File: config.mk
export PLATFORM = sky130hd
export DESIGN_NAME = player_intent_gen_flat
export DESIGN_NICKNAME = d
export VERILOG_FILES = /design/src/rtl/player_intent_if.sv /design/src/rtl/player_intent_gen.sv /design/src/flat_wrapper.sv
export SDC_FILE = /design/constraint.sdc
export NUM_CORES = 1
export LEC_CHECK = 0
export ABC_AREA = 1
export BUFFER_PORTS_ARGS = -buffer_cell sky130_fd_sc_hd__buf_2
export CAP_MARGIN = 20
export CORE_ASPECT_RATIO = 1.2
export CORE_MARGIN = 2
export CORE_UTILIZATION = 37
export DETAILED_ROUTE_END_ITERATION = 10
export HOLD_SLACK_MARGIN = 0.08
export SLEW_MARGIN = 30
export SYNTH_ARGS = -nofsm -noshare
export SYNTH_HDL_FRONTEND = slang
export SYNTH_SLANG_ARGS = --single-unit
File: constraint.sdc
create_clock -name clk -period 3.8 [get_ports clk]
set_input_delay 0.19 -clock clk [delete_from_list [all_inputs] [get_ports clk]]
set_output_delay 0.19 -clock clk [all_outputs]
set_load 0.02 [all_outputs]
File: src/rtl/player_intent_if.sv
// player_intent_if: button/tick inputs and command outputs between the pins, one intent generator and the physics engine
interface player_intent_if;
    logic       tick;
    logic       player_no;
    logic       btn_left;
    logic       btn_right;
    logic       btn_jump;
    logic       btn_attack;
    logic [6:0] sprite_y;
    logic       movingLeft;
    logic       movingRight;
    logic       isJumping;
    logic       attacking;
    logic       facing_right;
    logic       busy;
    modport master (
        output tick, player_no, btn_left, btn_right, btn_jump, btn_attack, sprite_y,
        input  movingLeft, movingRight, isJumping, attacking, facing_right, busy
    );
    modport slave (
        input  tick, player_no, btn_left, btn_right, btn_jump, btn_attack, sprite_y,
        output movingLeft, movingRight, isJumping, attacking, facing_right, busy
    );
endinterface

File: src/rtl/player_intent_gen.sv
// player_intent_gen: debounced buttons -> tick-aligned move/jump/attack commands; define MOVE_WHILE_ATTACK_EN to let movement pass through during an attack
module player_intent_gen #(
    parameter int DB_CYCLES      = 16,
    parameter int FLOOR_Y        = 48,
    parameter int JUMP_BUF_TICKS = 3,
    parameter int ATTACK_TICKS   = 4,
    parameter int COOLDOWN_TICKS = 6
) (
    input logic            clk,
    input logic            reset,
    player_intent_if.slave bus
);
    localparam int CW = $clog2(DB_CYCLES) + 1;
    localparam int BW = $clog2(JUMP_BUF_TICKS + 1);
    localparam int AW = $clog2((ATTACK_TICKS > COOLDOWN_TICKS ? ATTACK_TICKS : COOLDOWN_TICKS) + 1);
    typedef enum logic [1:0] {IDLE, ACTIVE, COOLDOWN} state_t;
    logic [3:0]          btn, sync1_q, sync1_d, sync2_q, sync2_d, db_q, db_d;
    logic [3:0][CW-1:0]  cnt_q, cnt_d;
    logic                jreq_q, jreq_d, areq_q, areq_d, jreq, areq;
    logic                pend_q, pend_d, pend, hit, move_ok;
    logic [BW-1:0]       jbuf_q, jbuf_d, jbuf_n;
    state_t              state_q, state_d;
    logic [AW-1:0]       acnt_q, acnt_d;
    logic                ml_q, ml_d, mr_q, mr_d, jump_q, jump_d, face_q, face_d;
    assign btn = {bus.btn_attack, bus.btn_jump, bus.btn_right, bus.btn_left};
    // synchronise each button, then flip its debounced level after DB_CYCLES consecutive disagreeing cycles
    always_comb begin
        sync1_d = btn;
        sync2_d = sync1_q;
        db_d    = db_q;
        for (int i = 0; i < 4; i++) begin
            cnt_d[i] = sync2_q[i] != db_q[i] ? cnt_q[i] + 1'b1 : '0;
            if (cnt_d[i] == CW'(DB_CYCLES)) begin
                db_d[i]  = ~db_q[i];
                cnt_d[i] = '0;
            end
        end
    end
    // rising edges of debounced jump/attack are held until a tick consumes them; an edge in the tick cycle itself still counts
    always_comb begin
        jreq   = jreq_q | (db_d[2] & ~db_q[2]);
        areq   = areq_q | (db_d[3] & ~db_q[3]);
        jreq_d = bus.tick ? 1'b0 : jreq;
        areq_d = bus.tick ? 1'b0 : areq;
    end
    // attack FSM advances only on tick; requests seen outside IDLE are dropped
    always_comb begin
        state_d = state_q;
        acnt_d  = acnt_q;
        if (bus.tick) begin
            case (state_q)
                IDLE: begin
                    state_d = areq ? ACTIVE : IDLE;
                    acnt_d  = areq ? AW'(ATTACK_TICKS - 1) : acnt_q;
                end
                ACTIVE: begin
                    state_d = acnt_q == '0 ? COOLDOWN : ACTIVE;
                    acnt_d  = acnt_q == '0 ? AW'(COOLDOWN_TICKS - 1) : acnt_q - 1'b1;
                end
                COOLDOWN: begin
                    state_d = acnt_q == '0 ? IDLE : COOLDOWN;
                    acnt_d  = acnt_q == '0 ? '0 : acnt_q - 1'b1;
                end
                default: state_d = IDLE;
            endcase
        end
    end
`ifdef MOVE_WHILE_ATTACK_EN
    assign move_ok = 1'b1;
`else
    assign move_ok = state_d != ACTIVE;
`endif
    // movement, facing and buffered jump all update on tick and hold otherwise
    always_comb begin
        ml_d   = bus.tick ? db_q[0] & ~db_q[1] & move_ok : ml_q;
        mr_d   = bus.tick ? db_q[1] & ~db_q[0] & move_ok : mr_q;
        face_d = !bus.tick ? face_q : mr_d ? 1'b1 : ml_d ? 1'b0 : face_q;
        pend   = pend_q | jreq;
        jbuf_n = jreq ? BW'(JUMP_BUF_TICKS) : jbuf_q;
        hit    = pend & (bus.sprite_y == 7'(FLOOR_Y));
        jump_d = bus.tick ? hit : jump_q;
        pend_d = bus.tick ? pend & ~hit & (jbuf_n > BW'(1)) : pend_q;
        jbuf_d = bus.tick & pend & ~hit ? jbuf_n - 1'b1 : jbuf_q;
    end
    // state registers; reset clears everything and faces each player toward the centre
    always_ff @(posedge clk) begin
        if (reset) begin
            sync1_q <= '0;
            sync2_q <= '0;
            db_q    <= '0;
            cnt_q   <= '0;
            jreq_q  <= 1'b0;
            areq_q  <= 1'b0;
            pend_q  <= 1'b0;
            jbuf_q  <= '0;
            state_q <= IDLE;
            acnt_q  <= '0;
            ml_q    <= 1'b0;
            mr_q    <= 1'b0;
            jump_q  <= 1'b0;
            face_q  <= ~bus.player_no;
        end else begin
            sync1_q <= sync1_d;
            sync2_q <= sync2_d;
            db_q    <= db_d;
            cnt_q   <= cnt_d;
            jreq_q  <= jreq_d;
            areq_q  <= areq_d;
            pend_q  <= pend_d;
            jbuf_q  <= jbuf_d;
            state_q <= state_d;
            acnt_q  <= acnt_d;
            ml_q    <= ml_d;
            mr_q    <= mr_d;
            jump_q  <= jump_d;
            face_q  <= face_d;
        end
    end
    assign bus.movingLeft   = ml_q;
    assign bus.movingRight  = mr_q;
    assign bus.isJumping    = jump_q;
    assign bus.attacking    = state_q == ACTIVE;
    assign bus.facing_right = face_q;
    assign bus.busy         = state_q != IDLE;
endmodule

File: src/flat_wrapper.sv
// flat-port wrapper written by rule: the top's interface ports become plain ports
module player_intent_gen_flat 
#(
    parameter int DB_CYCLES      = 16,
    parameter int FLOOR_Y        = 48,
    parameter int JUMP_BUF_TICKS = 3,
    parameter int ATTACK_TICKS   = 4,
    parameter int COOLDOWN_TICKS = 6
)
  (clk, reset, bus_tick, bus_player_no, bus_btn_left, bus_btn_right, bus_btn_jump, bus_btn_attack, bus_sprite_y, bus_movingLeft, bus_movingRight, bus_isJumping, bus_attacking, bus_facing_right, bus_busy);
  player_intent_if bus_i ();
  input logic clk;
  input logic reset;
  input wire logic [$bits(bus_i.tick)-1:0] bus_tick;
  input wire logic [$bits(bus_i.player_no)-1:0] bus_player_no;
  input wire logic [$bits(bus_i.btn_left)-1:0] bus_btn_left;
  input wire logic [$bits(bus_i.btn_right)-1:0] bus_btn_right;
  input wire logic [$bits(bus_i.btn_jump)-1:0] bus_btn_jump;
  input wire logic [$bits(bus_i.btn_attack)-1:0] bus_btn_attack;
  input wire logic [$bits(bus_i.sprite_y)-1:0] bus_sprite_y;
  output wire logic [$bits(bus_i.movingLeft)-1:0] bus_movingLeft;
  output wire logic [$bits(bus_i.movingRight)-1:0] bus_movingRight;
  output wire logic [$bits(bus_i.isJumping)-1:0] bus_isJumping;
  output wire logic [$bits(bus_i.attacking)-1:0] bus_attacking;
  output wire logic [$bits(bus_i.facing_right)-1:0] bus_facing_right;
  output wire logic [$bits(bus_i.busy)-1:0] bus_busy;
  assign bus_i.tick = bus_tick;
  assign bus_i.player_no = bus_player_no;
  assign bus_i.btn_left = bus_btn_left;
  assign bus_i.btn_right = bus_btn_right;
  assign bus_i.btn_jump = bus_btn_jump;
  assign bus_i.btn_attack = bus_btn_attack;
  assign bus_i.sprite_y = bus_sprite_y;
  assign bus_movingLeft = bus_i.movingLeft;
  assign bus_movingRight = bus_i.movingRight;
  assign bus_isJumping = bus_i.isJumping;
  assign bus_attacking = bus_i.attacking;
  assign bus_facing_right = bus_i.facing_right;
  assign bus_busy = bus_i.busy;
  player_intent_gen #(.DB_CYCLES(DB_CYCLES), .FLOOR_Y(FLOOR_Y), .JUMP_BUF_TICKS(JUMP_BUF_TICKS), .ATTACK_TICKS(ATTACK_TICKS), .COOLDOWN_TICKS(COOLDOWN_TICKS)) u_core (.clk(clk), .reset(reset), .bus(bus_i));
endmodule
======== Yosys cells after proc, flatten, opt, wreduce, memory -nomap -nowiden ========
Index checks and enable logic that the tools add are counted.
word-level totals
  output and inout port bits .............. 6
  latch bits .............................. 0
  flip-flop bits (word level) ............. 46
  ROM bits ................................ 0
  bits in writable memories ............... 0
  logic and storage cells ................. 94
  memories ................................ 0
  input bits .............................. 15
cells by class
  bitwise logic cells ..................... 20
  reductions and logical operators ........ 13
  $lt $le $gt $ge ......................... 1
  multiplexer cells ....................... 22
  equal/unequal tests ..................... 13
  add/subtract/negate cells ............... 6
  div/mod/pow operators ................... 0
  shifts and indexed selects .............. 0
  $mul .................................... 0
operators with widths
  cell                                                    number
  adder 5 x 1 -> 5 bit (second input constant)            4
  == test 5 bit (second input constant)                   4
  2-to-1 mux 5 bit                                        4
  AND 1 bit                                               11
  OR reduction 2 bit                                      5
  2-to-1 mux 1 bit                                        9
  2-to-1 mux 3 bit                                        3
  case mux 3 bit (3 select lines)                         1
  2-to-1 mux 2 bit                                        4
  == test 7 x 6 -> 1 bit (second input constant)          1
  NOT 1 bit                                               6
  case mux 2 bit (3 select lines)                         1
  nonzero test 3 bit                                      2
  inequality test 1 bit                                   4
  inequality test 2 x 1 -> 1 bit (second input constant)  2
  nonzero test 2 bit                                      2
  zero test 3 bit                                         1
  OR 1 bit                                                3
  AND reduction 3 bit                                     1
  subtractor 3 x 1 -> 3 bit (second input constant)       1
  == test 2 x 1 -> 1 bit (second input constant)          1
  == test 2 bit (second input constant)                   1
  > comparator 2 x 1 -> 1 bit (second input constant)     1
  zero test 2 bit                                         1
  other kinds (2)                                         2

======== Logic depth before layout (Yosys ltp) ========
  word-level depth ........................ 16
  depth in mapped cells ................... 17
  gate-level depth less buffers ........... 17

======== Worst setup path before layout ========
Ideal clock, no wire load.
  path kind ............................... reg-to-reg
  from .................................... register u_core.db_q[3]
  to ...................................... register u_core.face_q, in the netlist u_core.bus.facing_right, enable pin
  cell stages (with the launch flop) ...... 15
  arrival time ............................ 1.744 ns
  required time ........................... 3.502 ns
  clock period less this slack ............ 2.042 ns
  setup time .............................. 0.298 ns
  path slack .............................. 1.758 ns
  path buffers ............................ 0
  cell sequence ........................... dfxtp_1 > xor2_1 > o21ai_0 > nand3_1 > nor2_1 > ha_1 > o21ai_0 > nand2_1 > nand2_1 > nand2_1 > nand2_1 > nand2_1 > nand3_1 > nor2_1 > nor2_1
between the ends
  longest elaborated chain between the ends .. 14
  elaborated cells on any way between the ends .. 17
  those cells by class .................... eq/ne: 3; mux: 7; bitwise: 5; reduce/logical: 2
ends and longest elaborated chain
  element                                     line                                              source
  start, declared                             player_intent_gen.sv:17                           logic [3:0] btn, sync1_q, sync1_d, sync2_q, sync2_d, db_q, db_d;
  start signal, assigned                      player_intent_gen.sv:90                           db_q <= '0;
  start signal, assigned                      player_intent_gen.sv:105                          db_q <= db_d;
  inequality test 1 bit                       player_intent_gen.sv:32                           cnt_d[i] = sync2_q[i] != db_q[i] ? cnt_q[i] + 1'b1 : '0;
  2-to-1 mux 5 bit                            player_intent_gen.sv:32
  == test 5 bit                               player_intent_gen.sv:33                           if (cnt_d[i] == CW'(DB_CYCLES)) begin
  2-to-1 mux 1 bit                            player_intent_gen.sv:33
  AND 1 bit *                                 player_intent_gen.sv:42                           areq = areq_q | (db_d[3] & ~db_q[3]);
  OR 1 bit *                                  player_intent_gen.sv:42
  2-to-1 mux 1 bit *                          player_intent_gen.sv:53                           state_d = areq ? ACTIVE : IDLE;
  case mux 2 bit (3 select lines) *           player_intent_gen.sv:51                           case (state_q)
  2-to-1 mux 2 bit *                          player_intent_gen.sv:50                           if (bus.tick) begin
  inequality test 2 x 1 -> 1 bit *            player_intent_gen.sv:71                           assign move_ok = state_d != ACTIVE;
  AND 1 bit, on equally long branches         player_intent_gen.sv:76, player_intent_gen.sv:75
  2-to-1 mux 1 bit, on equally long branches  player_intent_gen.sv:76, player_intent_gen.sv:75
  nonzero test 3 bit (no source line) *       --
  AND reduction 2 bit (no source line) *      --
  end signal, assigned                        player_intent_gen.sv:101                          face_q <= ~bus.player_no;
  end, declared                               player_intent_gen.sv:24                           logic ml_q, ml_d, mr_q, mr_d, jump_q, jump_d, face_q, face_d;
Mark *: on every way between the ends. The rest lies on a longest branch, timed or not.
A chain may end at the register's enable or synchronous reset.

======== Worst setup path in the final report ========
Ends and elaborated chain as after synthesis.

==> impl_results.md <==
* CP Data Arrival Time at 2.27 ns
* Antenna viol nets, final at 0
* CP Data Required Time at 3.81 ns
* Fin util at 42.5%
* Total wire length at 3720 µm
* RSZ-0062 raised after global routing: false
* # DRC at 0
* CTS root buf: clkbuf_8
* Max Clock Freq at 444 MHz
* Routed len/inst at 9.78 µm
* Filler-free cell count of the finished design at 380
* Status: finished clean
* Die Ht at a little under 90 µm
* Antenna violations before repair at 0
* Largest net degree at the start of global routing at 27
* Cell row count at 30
* Final number of max-transition violations at 0
* VDD IR-drop max at 201 µV
* MaxCap Viol Count at 0
* Worst slack, placed at 1.55 ns
* Sequential share of the synthesized area at roughly 44%
* Clock sink count at 46
* Hold Path Sink: u_core.sync1_q[1]$_SDFF_PP0_
* Worst-skew pair later-pin latency at 0.29 ns
* HP Start: bus_btn_right
* CTS max path bufs at 2
* Syn. warnings at 0
* Share of layout cells above drive strength 1 at between 10% and 20%
* Mapped cell area at 2100 µm²
* Setup TNS at 0 ns
* Met1 Wirelength at 1740 µm
* Global route overflow at 0
* Number of diodes at 0
* WS Path Type: reg2reg
* Clock Power Share at 39.1%
* DIE AREA at 6310 µm²
* Combinational Power Share at 4.1%
* CTS Buf Count at 5
* Synth Area per Inst at 7.18 µm²
* Port bufs at 20
* Register area at 931 µm²
* Detailed-placement wirelength estimate at around 2800 µm
* Hold-fix buffer count after cts at 0
* Area occupied by multi-input gates at 970 µm²
* Reg-to-reg critical path startpoint: u_core.db_q[3]$_SDFF_PP0_
* # H-tree levels at 2
* Worst Hold Class: in2reg
* GRT Util Overall at 13.5%
* Reg2Reg Capture Point: u_core.bus.facing_right$_DFFE_PP_
* Placer congestion estimate at about 0.76
* CTS resizes at 0
* Worst clock skew at 0.00945 ns
* Initial DRC count at 32
* Area grow syn2layout at 12.9%
* Sw Pwr at about 180 µW
* Cell count after synthesis at 293
* Pwr dens at 364 nW/µm²
* Final worst setup slack at 1.55 ns
* CTS tree: yes
* CP Max Fanout at 6
* Met3 wire length at about 130 µm
* DR pass1 iterations at 4
* Yosys reg bits at 46
* Depth of the worst hold-timing path at 3
* Post-synth cell types at 27
* # nets final at about 340
* Initial Util at 37.6%
* Post-CTS Setup Inserts at 0
* Max Used Layer: met4
* Setup crit end kind: register
* Setup-failing EPs final at 0
* Final min period at 2.25 ns
* Filler instances at 576
* Period utilisation layout at between 50% and 60%
* CORE AREA at 5590 µm²
* Die Span X at ~73 µm
* Worst setup SP type: register
* Via density at 4.63
* Leak at 1.17 nW
* CTS clk-pin slew, worst paths at 0.08 ns
* FF-to-FF path depth at 14
* Max transition margin at 68.4%
* Vias in the first global route at 1665
* Sequential Power Share at 56.8%
* Worst slew pin tran at 0.474 ns
* Final Hold Fails at 0
* Dpl cells at 373
* Mapped Nets at 320
* DR vias at 1761
* DR WL met2 at 1800 µm
* Int Pwr at about 690 µW
* Total power at roughly 870 µW
* First-pass GRT wire length at around 6800 µm
* I/O pin count at 21
* Worst R2R Setup Slack at ~1.5 ns
* Switching share of power at approximately a fifth
==> state kept, by name (all words and copies together), names as in the netlist <==
signal / flops
u_core.acnt_q: 3
u_core.areq_q: 1
u_core.state_q: 2
u_core.cnt_q: 20
u_core.bus.movingRight: 1
u_core.jreq_q: 1
u_core.pend_q: 1
u_core.bus.movingLeft: 1
u_core.bus.isJumping: 1
u_core.sync2_q: 4
u_core.jbuf_q: 2
u_core.bus.facing_right: 1
u_core.db_q: 4
u_core.sync1_q: 4
==> stage by stage <==
stage | hold WS [ns] | cell area [µm²]
3_3_place_gp | 0.389 | 2270
6_report | 0.0905 | 2380
4_1_cts | 0.0821 | 2380
5_1_grt | 0.0970 | 2380
3_5_place_dp | 0.393 | 2270
2_1_floorplan | 0.297 | 2100
==> power by group through the flow <==
stage | registers, mW | clock network [mW] | logic [mW]
6_report | 0.492 | 0.338 | 0.0356
5_1_grt | 0.493 | 0.367 | 0.0415
4_1_cts | 0.492 | 0.355 | 0.0361
3_5_place_dp | 0.503 | 0 | 0.0359
3_3_place_gp | 0.503 | 0 | 0.0360
2_1_floorplan | 0.504 | 0 | 0.0225
==> synthesized netlist by cell type <==
library cell | number | area (µm²)
o21bai_1 | 1 | 7.51
xor2_1 | 2 | 17.5
nor3_1 | 6 | 30.0
and2_1 | 1 | 6.26
nor2_1 | 58 | 218
xor2_2 | 1 | 16.3
a211oi_1 | 2 | 15.0
ha_1 | 12 | 150
a22oi_1 | 1 | 7.51
or2_2 | 1 | 6.26
nand4_1 | 2 | 12.5
a32o_1 | 1 | 10.0
o21ai_0 | 16 | 80.1
inv_1 | 50 | 188
dfxtp_1 | 45 | 901
nor2_2 | 1 | 6.26
o22ai_1 | 1 | 6.26
edfxtp_1 | 1 | 30.0
a21oi_1 | 9 | 45.0
buf_2 | 1 | 5.00
o21ai_2 | 1 | 8.76
nand3_1 | 16 | 80.1
a221oi_1 | 1 | 8.76
nand3b_1 | 2 | 15.0
clkbuf_1 | 3 | 11.3
nand2_1 | 57 | 214
a31o_2 | 1 | 8.76
==> cell usage in the layout, fill, tap and decap left out <==
cell	synthesis	routed
clkbuf_16	0	1
a211oi_1	2	2
o22ai_1	1	1
ha_1	12	12
nand2_1	57	57
and2_1	1	1
o21bai_1	1	1
dfxtp_1	45	45
a22oi_1	1	1
or2_2	1	1
nand3_1	16	16
a32o_1	1	1
xor2_1	2	2
nor3_1	6	6
buf_2	1	20
a31o_2	1	1
inv_1	50	50
a21oi_1	9	9
a221oi_1	1	1
nand3b_1	2	2
o21ai_0	16	16
o21ai_2	1	1
edfxtp_1	1	1
xor2_2	1	1
clkbuf_8	0	6
nor2_1	58	58
nand4_1	2	2
nor2_2	1	1
==> cells by family after synthesis <==
logic type / share of synthesized area [%]
xor+xnor: 1.61
buf+inv: 9.69
flops: 44.2
fa+ha+maj: 7.13
simple gates: 27.9
compound gates: 9.39
==> critical path, stage by stage (launching register included) <==
cell     delay, ns
dfxtp_1       0.35
xor2_1        0.31
o21ai_0       0.19
nand3_1       0.14
nor2_1        0.06
ha_1          0.20
o21ai_0       0.16
nand2_1       0.06
nand2_1       0.07
nand2_1       0.06
nand2_1       0.07
nand2_1       0.07
nand3_1       0.09
nor2_1        0.05
nor2_1        0.10
==> cell type report <==
cell class	count	area share (%)
clock buffer	7	4.53
inverter	50	7.90
tap	64	3.37
sequential	46	39.2
timing repair buffer	20	4.21
multi-input combinational	193	40.8
==> layer usage <==
metal  vias to the layer above  GRT usage [%]
met2                        20           23.3
met4                         0           5.05
met1                       780           15.8
li1                        956              -
met3                         5           3.72
met5                         -              0
==> worst max-delay path by stage <==
stage                                          from                           endpoint  slack, ns
final                     u_core.db_q[3]$_SDFF_PP0_  u_core.bus.facing_right$_DFFE_PP_       1.55
after global routing      u_core.db_q[3]$_SDFF_PP0_  u_core.bus.facing_right$_DFFE_PP_       1.10
after CTS                 u_core.db_q[3]$_SDFF_PP0_  u_core.bus.facing_right$_DFFE_PP_       1.54
after detailed placement  u_core.db_q[3]$_SDFF_PP0_  u_core.bus.facing_right$_DFFE_PP_       1.55
after global placement    u_core.db_q[2]$_SDFF_PP0_      u_core.jbuf_q[1]$_SDFFE_PP0P_       1.61
after floorplan           u_core.db_q[3]$_SDFF_PP0_  u_core.bus.facing_right$_DFFE_PP_       1.76
(Power assumes the default switching activity.)
